[src/rtl/cdb_arb.sv]
// Common data bus arbiter: one small FIFO per result source (EX, LSB), round-robin
// grant into a registered broadcast stage. Flush and stall apply to both buffers.
module cdb_arb #(
  parameter int FIFO_D    = 2,
  parameter int REG_DAT_W = 32,
  parameter int ROB_ADD_W = 5
) (
  input  logic                 clk,
  input  logic                 rst,
  input  logic                 en,
  input  logic                 iClr,
  input  logic                 iEX_En,
  input  logic [ROB_ADD_W-1:0] iEX_Qd,
  input  logic [REG_DAT_W-1:0] iEX_Vd,
  output logic                 oEX_Rdy,
  input  logic                 iLSB_En,
  input  logic [ROB_ADD_W-1:0] iLSB_Qd,
  input  logic [REG_DAT_W-1:0] iLSB_Vd,
  output logic                 oLSB_Rdy,
  output logic                 oCDB_En,
  output logic [ROB_ADD_W-1:0] oCDB_Qd,
  output logic [REG_DAT_W-1:0] oCDB_Vd
);

  localparam int PTR_W = (FIFO_D > 1) ? $clog2(FIFO_D) : 1;
  localparam int CNT_W = PTR_W + 1;

  logic                 w_go;
  logic                 w_sel_lsb;
  logic [1:0]           w_in_en;
  logic [1:0]           w_rdy;
  logic [1:0]           w_push;
  logic [1:0]           w_pop;
  logic [1:0]           w_nempty;
  logic [ROB_ADD_W-1:0] w_in_qd   [2];
  logic [REG_DAT_W-1:0] w_in_vd   [2];
  logic [ROB_ADD_W-1:0] w_head_qd [2];
  logic [REG_DAT_W-1:0] w_head_vd [2];

  logic                 r_rr;
  logic                 r_cdb_en;
  logic [ROB_ADD_W-1:0] r_cdb_qd;
  logic [REG_DAT_W-1:0] r_cdb_vd;

  assign w_in_en    = {iLSB_En, iEX_En};
  assign w_in_qd[0] = iEX_Qd;
  assign w_in_qd[1] = iLSB_Qd;
  assign w_in_vd[0] = iEX_Vd;
  assign w_in_vd[1] = iLSB_Vd;

  assign w_go = en && !iClr;

  // LSB wins only when it has data and either EX is empty or it holds priority
  assign w_sel_lsb = w_nempty[1] && (!w_nempty[0] || r_rr);
  assign w_pop[0]  = w_go && w_nempty[0] && !w_sel_lsb;
  assign w_pop[1]  = w_go && w_sel_lsb;

  genvar gi;
  generate
    for (gi = 0; gi < 2; gi++) begin : g_src
      logic [ROB_ADD_W-1:0] r_mem_qd [FIFO_D];
      logic [REG_DAT_W-1:0] r_mem_vd [FIFO_D];
      logic [PTR_W-1:0]     r_wr_ptr;
      logic [PTR_W-1:0]     r_rd_ptr;
      logic [CNT_W-1:0]     r_cnt;

      // Readiness depends on registered occupancy only: a full FIFO never
      // accepts, even in a cycle where it is being popped.
      assign w_rdy[gi]     = w_go && (r_cnt < CNT_W'(FIFO_D));
      assign w_push[gi]    = w_in_en[gi] && w_rdy[gi] && (w_in_qd[gi] != '0);
      assign w_nempty[gi]  = (r_cnt != '0);
      assign w_head_qd[gi] = r_mem_qd[r_rd_ptr];
      assign w_head_vd[gi] = r_mem_vd[r_rd_ptr];

      always_ff @(posedge clk) begin
        if (w_push[gi]) begin
          r_mem_qd[r_wr_ptr] <= w_in_qd[gi];
          r_mem_vd[r_wr_ptr] <= w_in_vd[gi];
        end
      end

      always_ff @(posedge clk or negedge rst) begin
        if (!rst) begin
          r_wr_ptr <= '0;
          r_rd_ptr <= '0;
          r_cnt    <= '0;
        end else if (iClr) begin
          r_wr_ptr <= '0;
          r_rd_ptr <= '0;
          r_cnt    <= '0;
        end else begin
          if (w_push[gi]) r_wr_ptr <= r_wr_ptr + PTR_W'(1);
          if (w_pop[gi])  r_rd_ptr <= r_rd_ptr + PTR_W'(1);
          r_cnt <= r_cnt + CNT_W'(w_push[gi]) - CNT_W'(w_pop[gi]);
        end
      end
    end
  endgenerate

  always_ff @(posedge clk or negedge rst) begin
    if (!rst) begin
      r_rr     <= 1'b0;
      r_cdb_en <= 1'b0;
      r_cdb_qd <= '0;
      r_cdb_vd <= '0;
    end else if (iClr) begin
      r_rr     <= 1'b0;
      r_cdb_en <= 1'b0;
    end else if (en && (w_nempty != 2'b00)) begin
      r_cdb_en <= 1'b1;
      r_cdb_qd <= w_sel_lsb ? w_head_qd[1] : w_head_qd[0];
      r_cdb_vd <= w_sel_lsb ? w_head_vd[1] : w_head_vd[0];
      // Priority moves to whichever source lost (or was absent) this grant
      r_rr     <= !w_sel_lsb;
    end else begin
      r_cdb_en <= 1'b0;
    end
  end

  assign oEX_Rdy  = w_rdy[0];
  assign oLSB_Rdy = w_rdy[1];
  assign oCDB_En  = r_cdb_en;
  assign oCDB_Qd  = r_cdb_qd;
  assign oCDB_Vd  = r_cdb_vd;

endmodule

[config.mk]
export PLATFORM = sky130hd
export DESIGN_NAME = cdb_arb
export DESIGN_NICKNAME = d
export VERILOG_FILES = /design/src/rtl/cdb_arb.sv
export SDC_FILE = /design/constraint.sdc
export NUM_CORES = 1
export LEC_CHECK = 0
export ABC_AREA = 0
export CORE_MARGIN = 2
export CORE_UTILIZATION = 37
export DETAILED_ROUTE_END_ITERATION = 12
export PLACE_DENSITY_LB_ADDON = 0.08
export SYNTH_ARGS = -nofsm -noshare
export SYNTH_HDL_FRONTEND = slang
export SYNTH_SLANG_ARGS = --single-unit
[constraint.sdc]
create_clock -name clk -period 3.6 [get_ports clk]
set_clock_uncertainty 0.15 [all_clocks]
set_input_delay 0.72 -clock clk [delete_from_list [all_inputs] [get_ports clk]]
set_output_delay 0.72 -clock clk [all_outputs]
set_load 0.01 [all_outputs]
Word level (Yosys, flattened, before mapping):

Memories as Yosys holds them, arrays and structs flattened.
Index checks and enable logic that the tools add are counted.

* logic and storage cells: 72
* memories: 4
* memory bits (writable): 148
* bits in registers: 47
* input port bits: 80

* order comparisons: 2
* mux-type cells: 20
* reductions and logical operators: 27
* add/subtract/negate cells: 8
* bitwise logic cells: 1

Memory list
* g_src[0].r_mem_vd: words 2, bits a word 32, rd ports 1, clocked after memory_dff 0, wr ports 1, line 62 `logic [REG_DAT_W-1:0] r_mem_vd [FIFO_D];`
* g_src[1].r_mem_vd: words 2, bits a word 32, rd ports 1, clocked after memory_dff 0, wr ports 1, line 62
* g_src[0].r_mem_qd: words 2, bits a word 5, rd ports 1, clocked after memory_dff 0, wr ports 1, line 61 `logic [ROB_ADD_W-1:0] r_mem_qd [FIFO_D];`
* g_src[1].r_mem_qd: words 2, bits a word 5, rd ports 1, clocked after memory_dff 0, wr ports 1, line 61

Operators with widths (count)
* 32-bit 2-to-1 mux: 1
* 1-bit 2-to-1 mux: 16
* 2-bit nonzero test: 8
* 1-bit logical AND: 12
* 5-bit nonzero test: 2
* 5-bit 2-to-1 mux: 1
* 1-bit adder (second input constant): 4
* 2-bit by 1-bit adder with 2-bit output: 2
* 2-bit < comparator (second input constant): 2
* 2-bit 2-to-1 mux: 2
* 2-bit by 1-bit subtractor with 2-bit output: 2
* 1-bit logical NOT: 3
* 2-bit AND reduction: 1
* 1-bit logical OR: 1
* 1-bit inverter: 1

Logic depth before layout (Yosys ltp):

* word-level depth: 8
* mapped depth: 11

Least setup slack after synthesis:

Ideal clock, no wire load.

* path kind: input -> register
* from: input iClr
* to: memory g_src[1].r_mem_qd[0][0] (enable)
* stages: 4
* setup slack: -0.136 ns
* arrival time: 3.154 ns
* path through: clkbuf_1 -> nor3b_1 -> o211ai_2 -> nor2_1

* word-level cells in the longest chain between the ends: 7

Ends and longest elaborated chain
* start: declaration: line 11 `input logic iClr,`
* 1-bit logical NOT: line 51 `assign w_go = en && !iClr;`
* 1-bit logical AND: line 51
* 1-bit logical AND: line 69 `assign w_rdy[gi] = w_go && (r_cnt < CNT_W'(FIFO_D));`
* net oLSB_Rdy: line 19 `output logic oLSB_Rdy,`
* 1-bit logical AND (2 in series): line 70 `assign w_push[gi] = w_in_en[gi] && w_rdy[gi] && (w_in_qd[gi] != '0);`
* 1-bit 2-to-1 mux: line 76 `if (w_push[gi]) begin`
* 1-bit 2-to-1 mux (not written as such): line 77 `r_mem_qd[r_wr_ptr] <= w_in_qd[gi];`
* end: declaration: line 61

The timed path passes the listed nets, and every way through them passes these cells.

Worst setup path after layout:

* from: input iClr
* to: output oLSB_Rdy

* word-level cells in the longest chain between the ends: 3

Ends and longest elaborated chain (line)
* 1-bit logical NOT: 51
* 1-bit logical AND: 51
* 1-bit logical AND: 69
* end: declaration: 19

Every way passes these cells.

==> impl_metrics.yaml <==
floorplanning:
  start_util: 0.3778
  placementRows: 52
  top_level_ports: 120
  floorplan.die.height_um: 147.7
  die_w_um: 147.7
  core-area_mm2: 0.02023
  floorplan.die_area_mm2: 0.02182
clocking:
  cts_htree_levels: 4
  clock-root-buffer: "sky130_fd_sc_hd__clkbuf_16"
  cts.path.max_buffers: 2
  postCtsSetupBuffers: 0
  clock-sinks: 195
  cts-hold-fix-buffers: 0
  cts_buffers: 17
  clkLatencyLatePin_ps: 420
  worst_setup_hold_path_clk_slew_ps: 60
  tritoncts_clock_tree: "yes"
  ctsResizeCount: 0
synthesis:
  asyncSetResetFlopFracSynth: 0.2410
  syn-num-nets: 587
  synth_largest_type_area_fraction: 0.5814
  synth-seq-area-share: 0.7353
  syn_inst: 503
  post_synth_num_cell_types: 31
  ys_ff_latch: 195
  syn_area_mm2: 0.007644
  ys.flop_type: "sky130_fd_sc_hd__edfxtp_1"
  avgSynthCellArea_um2: 15.20
  ys_warn_count: 0
  ys_top_cells_by_area: "sky130_fd_sc_hd__edfxtp_1, sky130_fd_sc_hd__dfrtp_1, sky130_fd_sc_hd__a211oi_1"
  synth_largest_area_cell: "sky130_fd_sc_hd__edfxtp_1"
  synth_edf_count: 148
global_routing:
  grt_first_pass_wirelength_mm: 25.28
  grt_max_degree: 43
  grt_antenna_before_repair: 0
  first_global_vias: 4495
  gr-usage-all-layers: 0.1551
  grt_overflow: 0
setup_path:
  crit_path_start: "iClr"
  rr_startpoint: "g_src[0].r_cnt[1]"
  crit_path_max_incr_delay_ps: 630
  start_kind: "input pin"
  crit_path_end_kind: "primary output"
  critical-path-slowest-cell: "sky130_fd_sc_hd__clkdlybuf4s50_1"
  critical_path.cell_chain: "clkdlybuf4s50_1, buf_4, nor3b_1, clkdlybuf4s50_1"
  worst_r2r_path_depth: 4
  timing.critical_path.arrival_ps: 2400
  critPathMostFrequentCell: "sky130_fd_sc_hd__clkdlybuf4s50_1"
  worst_ep_required_time_ps: 2730
  crit_path_end: "oLSB_Rdy"
  critPathKind: "input pin to primary output"
  reg_to_reg_endpoint: "g_src[0].r_mem_vd[1][3]"
  worst-path-max-fanout: 11
  reg2reg_setup_slack_ps: 940
detailed_routing:
  detailedRoute.firstIterationViolations: 194
  route.final.wire_length_mm: 16.05
  routed-via-count: 4425
  antenna_violating_nets_post_route: 0
  drt_pre_antenna_iters: 4
  drc_errors: 0
  avgRoutedWirePerCell_um: 17.69
  dr_vias_cell: 4.879
timing:
  final_period_minus_worst_setup_slack_ps: 3269
  final-setup-viol-count: 0
  worst-slew-pin-transition_ps: 1109
  grt_setup_unrepaired: "false"
  finalCritPeriodShare: 0.9081
  fmaxAchievable_mhz: 305.9
  maxSlewViolCount: 0
  final-hold-violation-count: 0
  worst_slew_margin_rel: 0.2588
power:
  cell_internal_pwr_uw: 4507
  clock_network_power_share: 0.323
  seqPwrFrac: 0.473
  netSwitchingPower_uw: 1525
  power.leakage_uw: 0.003423
  vdd.ir_drop.worst_v: 0.0003709
  power_frac_comb: 0.204
  netSwitchingFraction: 0.2528
  cellPowerDensity_mw_per_mm2: 617.5
finish:
  final_core_utilization: 0.4827
  postLayoutCellArea_mm2: 0.009768
  post_route_cells_drive_above_1_share: 0.1005
  num-fill-cells: 1768
  synthToLayoutAreaGrowth_pct: 27.80
  finish.net_count: 708
  antenna-diode-count: 0
placed_design:
  dp_wirelength_mm: 10.31
  placement.io_buffers: 119
  place_congestion: 0.7028
  placed_cell_area_mm2: 0.009166
outcome:
  run_status: "completed"
run:
  timing.max_cap.violations: 0
min_path:
  hp-class: "input pin to asynchronous set/reset pin"
## placed cells by master (no fill, tap or decap), types with 2 or more instances in the layout
cell / Yosys / routed
sky130_fd_sc_hd__edfxtp_1: 148 / 148
sky130_fd_sc_hd__clkdlybuf4s50_1: 0 / 118
sky130_fd_sc_hd__nor2b_1: 70 / 70
sky130_fd_sc_hd__a211oi_1: 70 / 70
sky130_fd_sc_hd__dfrtp_1: 47 / 45
sky130_fd_sc_hd__nand2_1: 37 / 37
sky130_fd_sc_hd__o31ai_1: 37 / 37
sky130_fd_sc_hd__clkbuf_16: 0 / 17
sky130_fd_sc_hd__buf_4: 7 / 14
sky130_fd_sc_hd__inv_1: 10 / 10
sky130_fd_sc_hd__nor2_1: 12 / 8
sky130_fd_sc_hd__and2b_1: 6 / 6
sky130_fd_sc_hd__nor2_4: 1 / 5
sky130_fd_sc_hd__xnor2_1: 5 / 5
sky130_fd_sc_hd__a211oi_2: 5 / 5
sky130_fd_sc_hd__clkbuf_1: 9 / 5
sky130_fd_sc_hd__ha_1: 4 / 4
sky130_fd_sc_hd__bufinv_16: 0 / 4
sky130_fd_sc_hd__xor2_1: 3 / 3
sky130_fd_sc_hd__or4_4: 2 / 2
sky130_fd_sc_hd__nor3b_1: 2 / 2
sky130_fd_sc_hd__o211ai_2: 2 / 2
sky130_fd_sc_hd__clkinv_2: 0 / 2
sky130_fd_sc_hd__clkinvlp_4: 0 / 2
sky130_fd_sc_hd__dfrtp_2: 0 / 2
sky130_fd_sc_hd__buf_12: 0 / 2
## state kept, by name, summed over array words and instances, names as in the netlist
register,cells
g_src.r_mem_vd,128
g_src.r_rd_ptr,2
oCDB_En,1
oCDB_Vd,32
g_src.r_cnt,4
oCDB_Qd,5
r_rr,1
g_src.r_mem_qd,20
g_src.r_wr_ptr,2
## worst max-delay path, delay by kind of cell
family / cells / cell delay, ps
buffers and inverters: 3 / 1270
and+or+nand+nor: 1 / 410
## kinds of logic (layout without fill, tap and decap cells)
kind of cell / Yosys count / count (layout) / share of synthesized area
compound gates: 120 / 120 / 0.1231
xor+xnor: 8 / 8 / 0.009167
fa+ha+maj: 4 / 4 / 0.006548
buf+inv: 43 / 177 / 0.02963
flops: 195 / 195 / 0.7353
simple gates: 133 / 133 / 0.09625
## worst min-delay path by stage
stage / startpoint / end / slack [ps] / cells past startpoint
finish: rst / oCDB_Vd[27] / 180 / 1
global route: rst / oCDB_En / 240 / 1
CTS: rst / oCDB_En / 220 / 1
detailed placement: oCDB_Vd[24] / oCDB_Vd[24] / 320 / 2
global placement: oCDB_Vd[19] / oCDB_Vd[19] / 310 / 2
floorplan: rst / g_src[0].r_cnt[0] / 270 / 0
## routing by layer
metal,up-vias,share of wire,routed length [um],track usage
li1,2143,-,-,-
met1,2187,0.45,7244,0.1999
met2,79,0.50,8091,0.2633
met3,16,0.032,508,0.03519
met4,0,0.013,204,0.04615
met5,-,0,0,0
## power by group through the flow
stage	clock network (uW)	registers, uW	logic (uW)
final	1950	2850	1230
after global placement	0	2900	1240
after floorplan	0	2950	510
after CTS	1990	2860	1260
after global routing	2100	2890	1360
after detailed placement	0	2910	1250
## final cells by class
| class | instances | area [um^2] | area share |
|---|---|---|---|
| Timing Repair Buffer | 135 | 1331 | 0.1363 |
| Multi-Input combinational cell | 265 | 1837 | 0.1880 |
| Tap cell | 270 | 337.8 | 0.03458 |
| Inverter | 10 | 37.54 | 0.003843 |
| Clock inverter | 10 | 157.7 | 0.01614 |
| Clock buffer | 22 | 444.2 | 0.04547 |
| Sequential cell | 195 | 5623 | 0.5756 |
## cells in the mapped netlist (2+ instances only)
| cell type | number |
|---|---|
| sky130_fd_sc_hd__a211oi_1 | 70 |
| sky130_fd_sc_hd__a211oi_2 | 5 |
| sky130_fd_sc_hd__and2b_1 | 6 |
| sky130_fd_sc_hd__buf_2 | 13 |
| sky130_fd_sc_hd__buf_4 | 7 |
| sky130_fd_sc_hd__buf_6 | 3 |
| sky130_fd_sc_hd__clkbuf_1 | 9 |
| sky130_fd_sc_hd__dfrtp_1 | 47 |
| sky130_fd_sc_hd__edfxtp_1 | 148 |
| sky130_fd_sc_hd__ha_1 | 4 |
| sky130_fd_sc_hd__inv_1 | 10 |
| sky130_fd_sc_hd__nand2_1 | 37 |
| sky130_fd_sc_hd__nor2_1 | 12 |
| sky130_fd_sc_hd__nor2b_1 | 70 |
| sky130_fd_sc_hd__nor3b_1 | 2 |
| sky130_fd_sc_hd__o211ai_2 | 2 |
| sky130_fd_sc_hd__o31ai_1 | 37 |
| sky130_fd_sc_hd__or4_4 | 2 |
| sky130_fd_sc_hd__xnor2_1 | 5 |
| sky130_fd_sc_hd__xor2_1 | 3 |
## metrics by stage
stage	total power [uW]	TNS [ps]	hold slack [ps]	std cells	setup slack, ps
floorplan	3461	-10050	274.4	503	-135.8
finish	6031	0	184.9	907	330.7
detailed placement	4159	0	319.1	875	80.72
CTS	6106	0	220.1	907	272.4
global route	6341	0	241.6	907	244.7
global placement	4140	0	312.3	875	163.8
Power figures use the tool's default switching activity.
